--- config.mk ---
export PLATFORM = sky130hd
export DESIGN_NAME = med_dose_scheduler
export DESIGN_NICKNAME = d
export VERILOG_FILES = /design/src/rtl/med_dose_scheduler.sv
export SDC_FILE = /design/constraint.sdc
export NUM_CORES = 1
export LEC_CHECK = 0
export BUFFER_PORTS_ARGS = -buffer_cell sky130_fd_sc_hd__buf_2
export CORE_MARGIN = 5
export CORE_UTILIZATION = 60
export CTS_BUF_LIST = sky130_fd_sc_hd__clkbuf_4 sky130_fd_sc_hd__clkbuf_8
export DETAILED_ROUTE_END_ITERATION = 16
export GPL_ROUTABILITY_DRIVEN = 0
export GPL_TIMING_DRIVEN = 0
export PLACE_DENSITY_LB_ADDON = 0.1
export SYNTH_ARGS = -nofsm -noshare
export SYNTH_HDL_FRONTEND = slang
export SYNTH_SLANG_ARGS = --single-unit
--- constraint.sdc ---
create_clock -name clk -period 3.3 [get_ports clk]
set_input_delay 0.165 -clock clk [delete_from_list [all_inputs] [get_ports clk]]
set_output_delay 0.165 -clock clk [all_outputs]
set_load 0.005 [all_outputs]
--- src/rtl/med_dose_scheduler.sv ---
// Medication dose scheduler: dose table, minute-tick scan engine and one-at-a-time alarm FSM.
// Define MED_SNOOZE_LIMIT_EN to turn the fourth snooze of one alarm into a missed dose.
`timescale 1ns/1ps
module med_dose_scheduler #(
  parameter int MEM_DEPTH      = 16,
  parameter int MEM_ADDR_WIDTH = 4,
  parameter int TIME_WIDTH     = 11,
  parameter int ACK_TIMEOUT    = 30,
  parameter int SNOOZE_MIN     = 10
) (
  input  logic                      clk,
  input  logic                      rst,
  input  logic                      min_tick,
  input  logic [TIME_WIDTH-1:0]     cur_time,
  input  logic                      cfg_we,
  input  logic [MEM_ADDR_WIDTH-1:0] cfg_addr,
  input  logic [TIME_WIDTH-1:0]     cfg_time,
  input  logic                      cfg_valid,
  output logic                      cfg_ready,
  input  logic                      ack,
  input  logic                      snooze,
  output logic                      alarm,
  output logic [MEM_ADDR_WIDTH-1:0] alarm_slot,
  output logic                      missed,
  output logic [7:0]                missed_count,
  output logic [MEM_DEPTH-1:0]      pending
);

  localparam int TMR_W = $clog2(ACK_TIMEOUT + 1);
  localparam int SNZ_W = $clog2(SNOOZE_MIN + 1);
  localparam logic [TIME_WIDTH-1:0] MAX_TIME = TIME_WIDTH'(1439);

  typedef enum logic {S_IDLE, S_SCAN} scan_state_t;
  typedef enum logic [1:0] {A_IDLE, A_RING, A_SNOOZE} alarm_state_t;

  scan_state_t                          scan_state_q, scan_state_d;
  logic [MEM_ADDR_WIDTH-1:0]            scan_idx_q, scan_idx_d;
  logic [TIME_WIDTH-1:0]                scan_time_q, scan_time_d;
  logic [MEM_DEPTH-1:0]                 tbl_valid_q, tbl_valid_d;
  logic [MEM_DEPTH-1:0][TIME_WIDTH-1:0] tbl_time_q, tbl_time_d;
  logic [MEM_DEPTH-1:0]                 pending_q, pending_d;

  alarm_state_t                         alarm_state_q, alarm_state_d;
  logic                                 alarm_q, alarm_d;
  logic [MEM_ADDR_WIDTH-1:0]            alarm_slot_q, alarm_slot_d;
  logic [TMR_W-1:0]                     timer_q, timer_d;
  logic [SNZ_W-1:0]                     snz_q, snz_d;
  logic                                 missed_q, missed_d;
  logic [7:0]                           missed_count_q, missed_count_d;
`ifdef MED_SNOOZE_LIMIT_EN
  logic [1:0]                           snz_lim_q, snz_lim_d;
`endif

  logic                                 scan_hit;
  logic                                 clr_pend;
  logic                                 miss_evt;
  logic [MEM_ADDR_WIDTH-1:0]            lowest_idx;

  assign cfg_ready    = (scan_state_q == S_IDLE);
  assign alarm        = alarm_q;
  assign alarm_slot   = alarm_slot_q;
  assign missed       = missed_q;
  assign missed_count = missed_count_q;
  assign pending      = pending_q;

  // The table is only writable while the scanner is idle, so scan reads never race a write.
  always_comb begin
    scan_state_d = scan_state_q;
    scan_idx_d   = scan_idx_q;
    scan_time_d  = scan_time_q;
    tbl_valid_d  = tbl_valid_q;
    tbl_time_d   = tbl_time_q;
    scan_hit     = 1'b0;
    if (scan_state_q == S_IDLE) begin
      if (cfg_we) begin
        tbl_valid_d[cfg_addr] = cfg_valid;
        tbl_time_d[cfg_addr]  = cfg_time;
      end
      if (min_tick) begin
        scan_time_d  = cur_time;
        scan_idx_d   = '0;
        scan_state_d = S_SCAN;
      end
    end else begin
      scan_hit = tbl_valid_q[scan_idx_q] && (tbl_time_q[scan_idx_q] == scan_time_q) &&
                 (scan_time_q <= MAX_TIME);
      if (scan_idx_q == MEM_ADDR_WIDTH'(MEM_DEPTH - 1)) begin
        scan_state_d = S_IDLE;
      end else begin
        scan_idx_d = scan_idx_q + 1'b1;
      end
    end
  end

  always_comb begin
    lowest_idx = '0;
    for (int i = MEM_DEPTH - 1; i >= 0; i--) begin
      if (pending_q[i]) lowest_idx = MEM_ADDR_WIDTH'(i);
    end
  end

  always_comb begin
    alarm_state_d  = alarm_state_q;
    alarm_d        = alarm_q;
    alarm_slot_d   = alarm_slot_q;
    timer_d        = timer_q;
    snz_d          = snz_q;
    missed_d       = 1'b0;
    missed_count_d = missed_count_q;
    clr_pend       = 1'b0;
    miss_evt       = 1'b0;
`ifdef MED_SNOOZE_LIMIT_EN
    snz_lim_d      = snz_lim_q;
`endif
    case (alarm_state_q)
      A_IDLE: begin
        if (|pending_q) begin
          alarm_slot_d  = lowest_idx;
          timer_d       = '0;
          alarm_d       = 1'b1;
          alarm_state_d = A_RING;
`ifdef MED_SNOOZE_LIMIT_EN
          snz_lim_d     = 2'd0;
`endif
        end
      end
      A_RING: begin
        // ack outranks snooze and the timeout landing in the same cycle
        if (ack) begin
          clr_pend      = 1'b1;
          alarm_d       = 1'b0;
          alarm_state_d = A_IDLE;
        end else if (snooze) begin
`ifdef MED_SNOOZE_LIMIT_EN
          if (snz_lim_q == 2'd3) begin
            miss_evt = 1'b1;
          end else begin
            snz_lim_d     = snz_lim_q + 2'd1;
            snz_d         = SNZ_W'(SNOOZE_MIN);
            alarm_d       = 1'b0;
            alarm_state_d = A_SNOOZE;
          end
`else
          snz_d         = SNZ_W'(SNOOZE_MIN);
          alarm_d       = 1'b0;
          alarm_state_d = A_SNOOZE;
`endif
        end else if (min_tick) begin
          if (timer_q == TMR_W'(ACK_TIMEOUT - 1)) begin
            miss_evt = 1'b1;
          end else begin
            timer_d = timer_q + 1'b1;
          end
        end
        if (miss_evt) begin
          missed_d       = 1'b1;
          missed_count_d = (missed_count_q == 8'hFF) ? 8'hFF : missed_count_q + 8'd1;
          clr_pend       = 1'b1;
          alarm_d        = 1'b0;
          alarm_state_d  = A_IDLE;
        end
      end
      A_SNOOZE: begin
        if (min_tick) begin
          snz_d = snz_q - 1'b1;
          if (snz_q <= SNZ_W'(1)) begin
            timer_d       = '0;
            alarm_d       = 1'b1;
            alarm_state_d = A_RING;
          end
        end
      end
      default: begin
        alarm_d       = 1'b0;
        alarm_state_d = A_IDLE;
      end
    endcase
  end

  // A scan hit on the slot being cleared wins: it is a fresh dose for that slot.
  always_comb begin
    pending_d = pending_q;
    if (clr_pend) pending_d[alarm_slot_q] = 1'b0;
    if (scan_hit) pending_d[scan_idx_q] = 1'b1;
  end

  always_ff @(posedge clk) begin
    if (rst) begin
      scan_state_q   <= S_IDLE;
      scan_idx_q     <= '0;
      scan_time_q    <= '0;
      tbl_valid_q    <= '0;
      tbl_time_q     <= '0;
      pending_q      <= '0;
      alarm_state_q  <= A_IDLE;
      alarm_q        <= 1'b0;
      alarm_slot_q   <= '0;
      timer_q        <= '0;
      snz_q          <= '0;
      missed_q       <= 1'b0;
      missed_count_q <= '0;
`ifdef MED_SNOOZE_LIMIT_EN
      snz_lim_q      <= 2'd0;
`endif
    end else begin
      scan_state_q   <= scan_state_d;
      scan_idx_q     <= scan_idx_d;
      scan_time_q    <= scan_time_d;
      tbl_valid_q    <= tbl_valid_d;
      tbl_time_q     <= tbl_time_d;
      pending_q      <= pending_d;
      alarm_state_q  <= alarm_state_d;
      alarm_q        <= alarm_d;
      alarm_slot_q   <= alarm_slot_d;
      timer_q        <= timer_d;
      snz_q          <= snz_d;
      missed_q       <= missed_d;
      missed_count_q <= missed_count_d;
`ifdef MED_SNOOZE_LIMIT_EN
      snz_lim_q      <= snz_lim_d;
`endif
    end
  end

endmodule
==> results summary, run 1 <==
The setup TNS came out at 0 ns. The all-layer global routing usage is 31.37%. The worst-margin pin slew is 0.8950 ns. The Yosys step of the flow raised 0 warnings. The first detailed-routing pass took 8 iterations. The worst register-to-register path ends at pending[1]. The via total after detailed routing came out at 10070.

The die footprint came out at 21740 um^2. The number of levels in the clock H-tree came out at 2. The number of endpoints failing setup at the final stage is 0. Dividing the detail-routed wire length by the instance count gives 20.69 um. STA classifies the critical path startpoint as a register. The number of placement rows is 50.

The area of the core came out at 18640 um^2. The arithmetic-cell share of the synthesized area counting full adders, half adders and majority gates is 0.9933%. The fraction of registers with async set or reset after synthesis is 0%. The destination of the worst hold path is tbl_time_q[105].

The length in cells of the worst reg-to-reg path is 10. The tree is rooted in a clkbuf_8. The fmax came out at 315.3 MHz.

The first-pass GRT wire length is 54190 um. The reg-to-reg setup timing slack came out at 0.13 ns. The detail-routed via count per cell is 6.044. The final critical-path required period came out at 3.172 ns. In the routed design, unresolved DRC markers number 0.

The synthesis-to-finish area growth came out at 15.44%. The critical path goes through buf_6, buf_4, buf_4, mux2i_2, o221ai_1, o41ai_2, nand4_1, nor4_4, nand3_1, o21ai_0. The multiplexer fraction of the synthesized cell area came out at 19.19%.

In this run, the number of DRC markers left after iteration 0 of detailed routing was 908. The number of flops mapped to enable cells by yosys is 0. STA classifies the critical path endpoint as a register. The max-cap violation count is 0. The number of antenna violations at the first check in global routing came to 1. The required arrival time at the worst endpoint is 3.75 ns. The ratio of total power to cell area came out at 520.7 nW/um^2. The count of antenna diodes in the layout is 0. The number of nets with antenna violations after routing came out at 0. The final-layout worst hold slack is 0.02953 ns. The path class of the tightest hold or removal check is input port to register.

The most used cell along the critical path is buf_4. The total wire length after detailed routing came out at 34470 um. The worst register-to-register path begins at scan_idx_q[0]. The synthesized design contains 249 register bits. The clock transition at the registers of the reported paths came out at 0.06 ns. The mapped netlist covers 11340 um^2.

The main flop type after synthesis is dfxtp_1. Synthesis produced a netlist whose cell count is 1274. The number of buffers created by CTS came out at 42. On the final layout, the worst clock skew is 0.02324 ns. The number of global-route vias before repair came out at 9839. Along the worst hold path, the cell count comes to 3. The cell leakage power came out at 5.327 nW.

The number of different library cells in the post-synthesis netlist is 69. Counting every net in the synthesized netlist gives 1316. STA puts the critical path data arrival time at 3.62 ns. The setup path with the least slack is of type register to register. The power consumption is 6.815 mW. The wire-length estimate of the detail-placed layout is 24160 um. The maximum root-to-sink buffer count came out at 3. Measured along the y axis, the die boundary spans 147.5 um. The overall die width came out at 147.5 um. After synthesis, the mean cell area works out to 8.899 um^2. The headroom to the max-slew limit is 40.33%. The fraction of the mapped netlist area in compound gates came out at 11.16%. By area, the combinational part of the netlist is dominated by multiplexers. After Yosys synthesis, and, or, nand and nor cells account for 18.28% of the synthesized area. The maximum fanout along the worst path came out at 10. The later pin in the worst-skew pair is clocked with a latency of 0.54 ns. The maximum vdd ir drop came out at 0.0003276 V. The synthesized-area fraction occupied by xor and xnor cells came out at 1.700%.

The number of nets in the layout came out at 1445. During placement, the flow inserted port buffers numbering 63. The slowest stage of the critical path belongs to the cell dfxtp_1. The run finished with clean final reports. The launch point of the worst hold path is cfg_time[6]. The remaining global-route overflow came out at 0. The max-slew violation count is 0. The post-place instance area is 11950 um^2. The fraction of final layout cells with drive strength greater than 1 came out at 14.39%. The count of pins on the block boundary is 64. With fillers left out, the area of the finished cells amounts to 13090 um^2. The delay of the slowest cell on the worst path came out at 0.38 ns. Dividing the final minimum period by the clock period gives 96.11%. TritonCTS built the clock tree. The proportion of synthesized chip area in sequential cells came out at 43.97%. The utilization after layout is 70.20%.

The number of hold-slack violations in the final timing report came out at 0. The total clock sinks came out at 249. The largest net degree at the start of global routing came out at 12.

The starting utilization of the core area came out at 60.81%.
## what timing repair did
action	CTS	global route
buffers inserted	0	0
hold buffers	22	0
endpoints found under the hold margin	60	0
resized for setup	0	5
setup endpoints to repair	0	16
## cell usage after synthesis, drive strengths merged, types with 3 or more instances
cell type  instances  share of area [%]
and2               5               0.29
nor3              16               0.71
and3               4               0.22
nor2b             11               0.61
a221oi             4               0.31
o221ai             3               0.23
nand4             11               0.61
nand2b             4               0.22
a211oi             6               0.44
dfxtp            249                 44
a21oi            131                5.8
ha                 9               0.99
clkbuf            68                2.5
mux2i            127                 11
o311ai             3               0.23
xor2              10               0.77
buf               22                1.4
nand3             26                1.1
mux4              35                7.1
o211ai             7               0.46
mux2               9               0.89
o22ai              6               0.33
nand2            258                8.5
xnor2             12               0.93
a32oi              3               0.23
nor2             141                4.7
o31ai              3               0.20
inv               22               0.73
o21ai             25                1.1
nor4               9               0.55
## cell usage in the layout (no fill, tap or decap), types with 3 or more instances in the layout
master | synthesis | routed
nand2_1 | 258 | 258
dfxtp_1 | 249 | 249
nor2_1 | 141 | 141
a21oi_1 | 131 | 131
mux2i_1 | 127 | 126
buf_2 | 6 | 69
clkbuf_1 | 65 | 65
clkbuf_8 | 3 | 55
mux4_2 | 31 | 31
nand3_1 | 26 | 26
o21ai_0 | 23 | 23
dlygate4sd3_1 | 0 | 22
inv_1 | 21 | 21
clkbuf_4 | 0 | 17
nor3_1 | 16 | 16
xnor2_1 | 12 | 12
nor2b_1 | 11 | 11
nand4_1 | 11 | 11
xor2_1 | 10 | 10
mux2_2 | 9 | 9
ha_1 | 9 | 9
nor4_1 | 8 | 8
o211ai_1 | 7 | 7
o22ai_1 | 6 | 6
buf_1 | 6 | 6
a211oi_1 | 5 | 5
buf_6 | 4 | 4
buf_4 | 4 | 4
nand2b_1 | 4 | 4
mux4_1 | 4 | 4
and3_1 | 4 | 4
a32oi_1 | 3 | 3
a221oi_1 | 4 | 3
and2_1 | 3 | 3
o311ai_0 | 3 | 3
o31ai_1 | 3 | 3
## per-stage QoR
| step | worst slack, ns | std cells |
|---|---|---|
| after global placement | 0.1297 | 1571 |
| after detailed placement | 0.06760 | 1571 |
| after floorplan | 0.8644 | 1274 |
| after CTS | 0.04879 | 1666 |
| after global routing | -0.02794 | 1666 |
| final | 0.1282 | 1666 |
## registers in the layout, indices dropped and copies added (netlist names)
register       cells
alarm              1
alarm_slot         4
alarm_state_q      2
missed             1
missed_count       8
pending           16
scan_idx_q         4
scan_state_q       1
scan_time_q       11
snz_q              4
tbl_time_q       176
tbl_valid_q       16
timer_q            5
## logic make-up after synthesis
group / count (synthesis)
simple gates: 496
flops: 249
compound gates: 214
mux: 171
buf+inv: 113
xor+xnor: 22
fa+ha+maj: 9
## final cells by class
cell class / count / area (um^2)
repair buffers: 85 / 535.5
well taps: 234 / 292.8
multi-input cells: 912 / 5848
plain buffers: 90 / 447.9
flip-flops and latches: 249 / 4985
clock buffers: 69 / 843.3
clock inverters: 4 / 48.80
fillers: 1502 / 5555
inverters: 23 / 86.33
## worst max path at each step
| stage | from | to | slack (ns) | cells past startpoint |
|---|---|---|---|---|
| after global routing | scan_idx_q[0] | pending[2] | -0.03 | 10 |
| after global placement | scan_idx_q[0] | pending[9] | 0.13 | 10 |
| after detailed placement | scan_idx_q[0] | pending[1] | 0.07 | 10 |
| after CTS | scan_idx_q[0] | pending[1] | 0.05 | 10 |
| after floorplan | scan_idx_q[0] | pending[1] | 0.86 | 9 |
| final | scan_idx_q[0] | pending[1] | 0.13 | 10 |
## worst max-delay path, delay by kind of cell (launching register included)
family                 cells  cell delay (ns)
and+or+nand+nor            3             0.83
buffers and inverters      3             0.82
AOI/OAI and AO/OA          3             0.70
DFF                        1             0.38
muxes                      1             0.33
## layer usage
layer	vias up	share of wire (%)	GRT usage (%)	routed length [um]
met4	2	4.0	13.33	1376
met5	-	0.020	0	7
met1	4751	40	40.89	13900
li1	4676	-	-	-
met2	530	47	51.08	16040
met3	110	9.1	6.407	3139
## where the power goes
group          internal, mW  leakage [nW]  switching (mW)
clock                  1.69         0.479            1.23
sequential             3.09          2.01          0.0663
combinational         0.267          2.84           0.474
Note: power is estimated with default switching activity, not from simulation.
==> run 2: changes to the inputs <==
CORE_MARGIN = unset   (was 5)
==> run 2 against run 1 <==
  * Global-route usage up 3.5 points
  * Utilization rose by 0.90 points
  * Clock power decreased by 7.5%
  * Final cell count is 0.60% lower
  * Clock skew down 0.0036 ns
  * Power shrank 3.3%
==> results summary, run 2 (same netlist as run 1, synthesis figures left out) <==
The flow ran to the end, and the final reports show no timing, DRC or antenna violations. The register share of total power is 47.8% (+1.5 points). The clock network fraction of design power came to 41.0% (-1.9 points). The fraction of power consumed by combinational cells came out at 11.2% (+0.3 points). The area of the core came out at 18270 um^2 (-2.0%). The number of endpoints failing setup at the final stage is 0 (unchanged). The count of antenna diodes in the layout is 0 (unchanged).

Setup repair after global routing left no endpoint under its margin. The overall die width came out at 139.5 um (-5.4%). The post-DP HPWL is 23830 um (-1.3%). The most flop-heavy register is tbl_time_q. The net switching power is 1.738 mW (-2.0%).

The number of antenna violations at the first check in global routing is 0 (-1). The worst-margin pin slew was 0.8875 ns (-0.007493 ns). The synthesis-to-finish area growth came out at 14.58%.

The required arrival time at the worst endpoint came out at 3.75 ns (about the same). The total clock sinks came out at 249 (unchanged). The total wire length after detailed routing is 33770 um (-2.0%).

The DRC violation count after routing came out at 0 (unchanged). The number of buffer cells added on primary ports came to 63 (unchanged). The fmax came out at 321.8 MHz (+2.1%). The maximum root-to-sink buffer count is 3 (unchanged). The maximum vdd ir drop came out at 0.0004104 V (+25%). Leaving out fill and tap cells, the most frequent cells in the layout are nand2_1 (258), dfxtp_1 (249), nor2_1 (141).

The worst setup path is launched from a register. The max-cap violation count came out at 0 (unchanged). The starting utilization of the core area came out at 62.05% (+1.2 points). The cell at the root of the clock tree is clkbuf_8. The power consumption is 6.594 mW (-3.3%). The number of nets in the layout came out at 1445 (unchanged). The final-layout worst hold slack is 0.04237 ns (+0.01284 ns). The startpoint of the most critical register-to-register path is scan_idx_q[2]. The category of the worst setup path capture point is a register. Tracing the worst setup path back leads to its startpoint at scan_idx_q[2]. The final setup skew is 0.01962 ns (-0.003624 ns).

The ratio of total power to cell area is 507.6 nW/um^2 (-2.5%). The number of levels in the clock H-tree came out at 2 (unchanged). The headroom to the max-slew limit is 40.83% (+0.50 points). The clock transition at the registers of the reported paths came out at 0.06 ns (about the same). The max-slew violation count came out at 0 (unchanged). The first-pass GRT wire length came to 52250 um (-3.6%). The worst hold path begins at cfg_valid. The routed length per placed instance came to 20.39 um (-1.4%). The hold-critical path depth came out at 3 (unchanged).

The DRC violation total after the first TritonRoute iteration came to 1091 (+20%). The die footprint is 19450 um^2 (-11%). The TritonCTS clock tree is done. The number of nets with antenna violations after routing came out at 0 (unchanged).

The cell internal power dissipation is 4.855 mW (-3.7%). The data arrival at the endpoint of the critical path came out at 3.56 ns (-0.06 ns). The insertion delay to the later sink of the worst-skew pair is 0.55 ns (about the same). The count of pins on the block boundary came out at 64 (unchanged). The total of fill cells in the finished design came out at 1418 (-5.6%). The setup TNS was 0 ns (unchanged).

The height of the chip came out at 139.5 um (-5.4%). The via total after detailed routing is 10080 (+0.060%). The length in cells of the worst reg-to-reg path is 9 (-1). The number of global-route vias before repair came to 9445 (-4.0%). The switching part of the total power came to 26.37% (+0.33 points).

The number of hold-slack violations in the final timing report came out at 0 (unchanged). The number of buffers created by CTS is 41 (-2.4%). The iteration count of the initial detailed-routing pass is 5 (-3). The path with the worst hold slack has its endpoint at tbl_valid_q[7]. The number of flip-flops under the largest register name came to 176 (unchanged). The all-layer global routing usage is 34.83% (+3.5 points).

The largest net degree at the start of global routing came out at 12 (unchanged). The cell leakage power came out at 5.285 nW (-0.80%). The remaining global-route overflow came out at 0 (unchanged). The fraction of final layout cells with drive strength greater than 1 was 13.88% (-0.51 points).

The worst register-to-register path ends at pending[7]. The utilization after layout came out at 71.10% (+0.90 points). In this run the worst hold path is classified as input port to register. The number of placement rows is 49 (-2.0%).

The classification of the worst setup path is register to register. The reg-to-reg setup timing slack was 0.19 ns (+0.06 ns). The final critical-path required period is 3.108 ns (-0.06380 ns). The maximum fanout along the worst path is 10 (unchanged). The final cycle utilization of the critical path came to 94.18% (-1.9 points). The detail-routed via count per cell was 6.084 (+0.66%). The library cell used most frequently in the layout, excluding fill and tap cells, is nand2_1.
## run 2: cell types whose count changed in the layout (fill, tap and decap cells not counted)
| cell | previous run | this run |
|---|---|---|
| a22oi_2 | 1 | 0 |
| dlygate4sd3_1 | 22 | 23 |
| clkinv_2 | 2 | 1 |
| clkbuf_8 | 55 | 51 |
| o221ai_2 | 1 | 0 |
| bufinv_16 | 1 | 0 |
| o221ai_1 | 2 | 3 |
| a22oi_1 | 1 | 2 |
## run 2: routing by layer
| metal | share of wire [%] | wire (um) | global-route usage, % | up-vias |
|---|---|---|---|---|
| li1 | - | - | - | 4692 |
| met1 | 42 | 14030 | 44.73 | 4810 |
| met2 | 47 | 15800 | 57.63 | 477 |
| met3 | 8.0 | 2702 | 6.538 | 96 |
| met4 | 3.7 | 1243 | 14.56 | 0 |
| met5 | 0 | 0 | 0 | - |
## run 2: cell type report
class | instances | area [um^2] | area share [%]
multi-input combinational | 912 | 5837 | 44.93
clock inverter | 2 | 13.76 | 0.1060
sequential | 249 | 4985 | 38.37
inverter | 23 | 86.33 | 0.6646
clock buffer | 65 | 788.3 | 6.068
tap | 229 | 286.5 | 2.206
buffer | 90 | 447.9 | 3.448
timing repair buffer | 86 | 545.5 | 4.200
## run 2: worst max-delay path: stages, from the launching register on
cell and delay (ns):
dfxtp_1 0.31, buf_4 0.23, clkbuf_1 0.59, mux4_2 0.43
mux2i_1 0.34, xor2_1 0.18, a32oi_1 0.10, nor4_4 0.37
nand3_1 0.23, o21ai_0 0.24
## run 2: worst max-delay path by stage
stage                      end  slack, ns  cells past startpoint
detailed placement  pending[7]       0.14                     10
floorplan           pending[1]       0.86                      9
CTS                 pending[7]       0.11                     10
global placement    pending[9]       0.14                     10
finish              pending[7]       0.19                      9
global route        pending[7]       0.02                      9
## run 2: repair_timing
item	in CTS	in global routing
resized for setup	0	3
endpoints found under the setup margin	0	16
endpoints found under the hold margin	68	0
hold buffers	23	0
setup buffers	0	0
## run 2: power groups by stage
stage	clock network [mW]	registers [mW]	logic, mW
2_1_floorplan	0	3.20	0.491
3_3_place_gp	0	3.21	0.687
3_5_place_dp	0	3.21	0.697
4_1_cts	2.73	3.15	0.721
5_1_grt	2.88	3.16	0.801
6_report	2.70	3.15	0.741
## run 2: per-stage QoR
step	instance area, um^2	std cells	worst slack, ns
2_1_floorplan	11340	1274	0.8644
3_3_place_gp	11940	1566	0.1407
3_5_place_dp	11940	1566	0.1403
4_1_cts	12970	1656	0.1113
5_1_grt	12990	1656	0.02241
6_report	12990	1656	0.1920
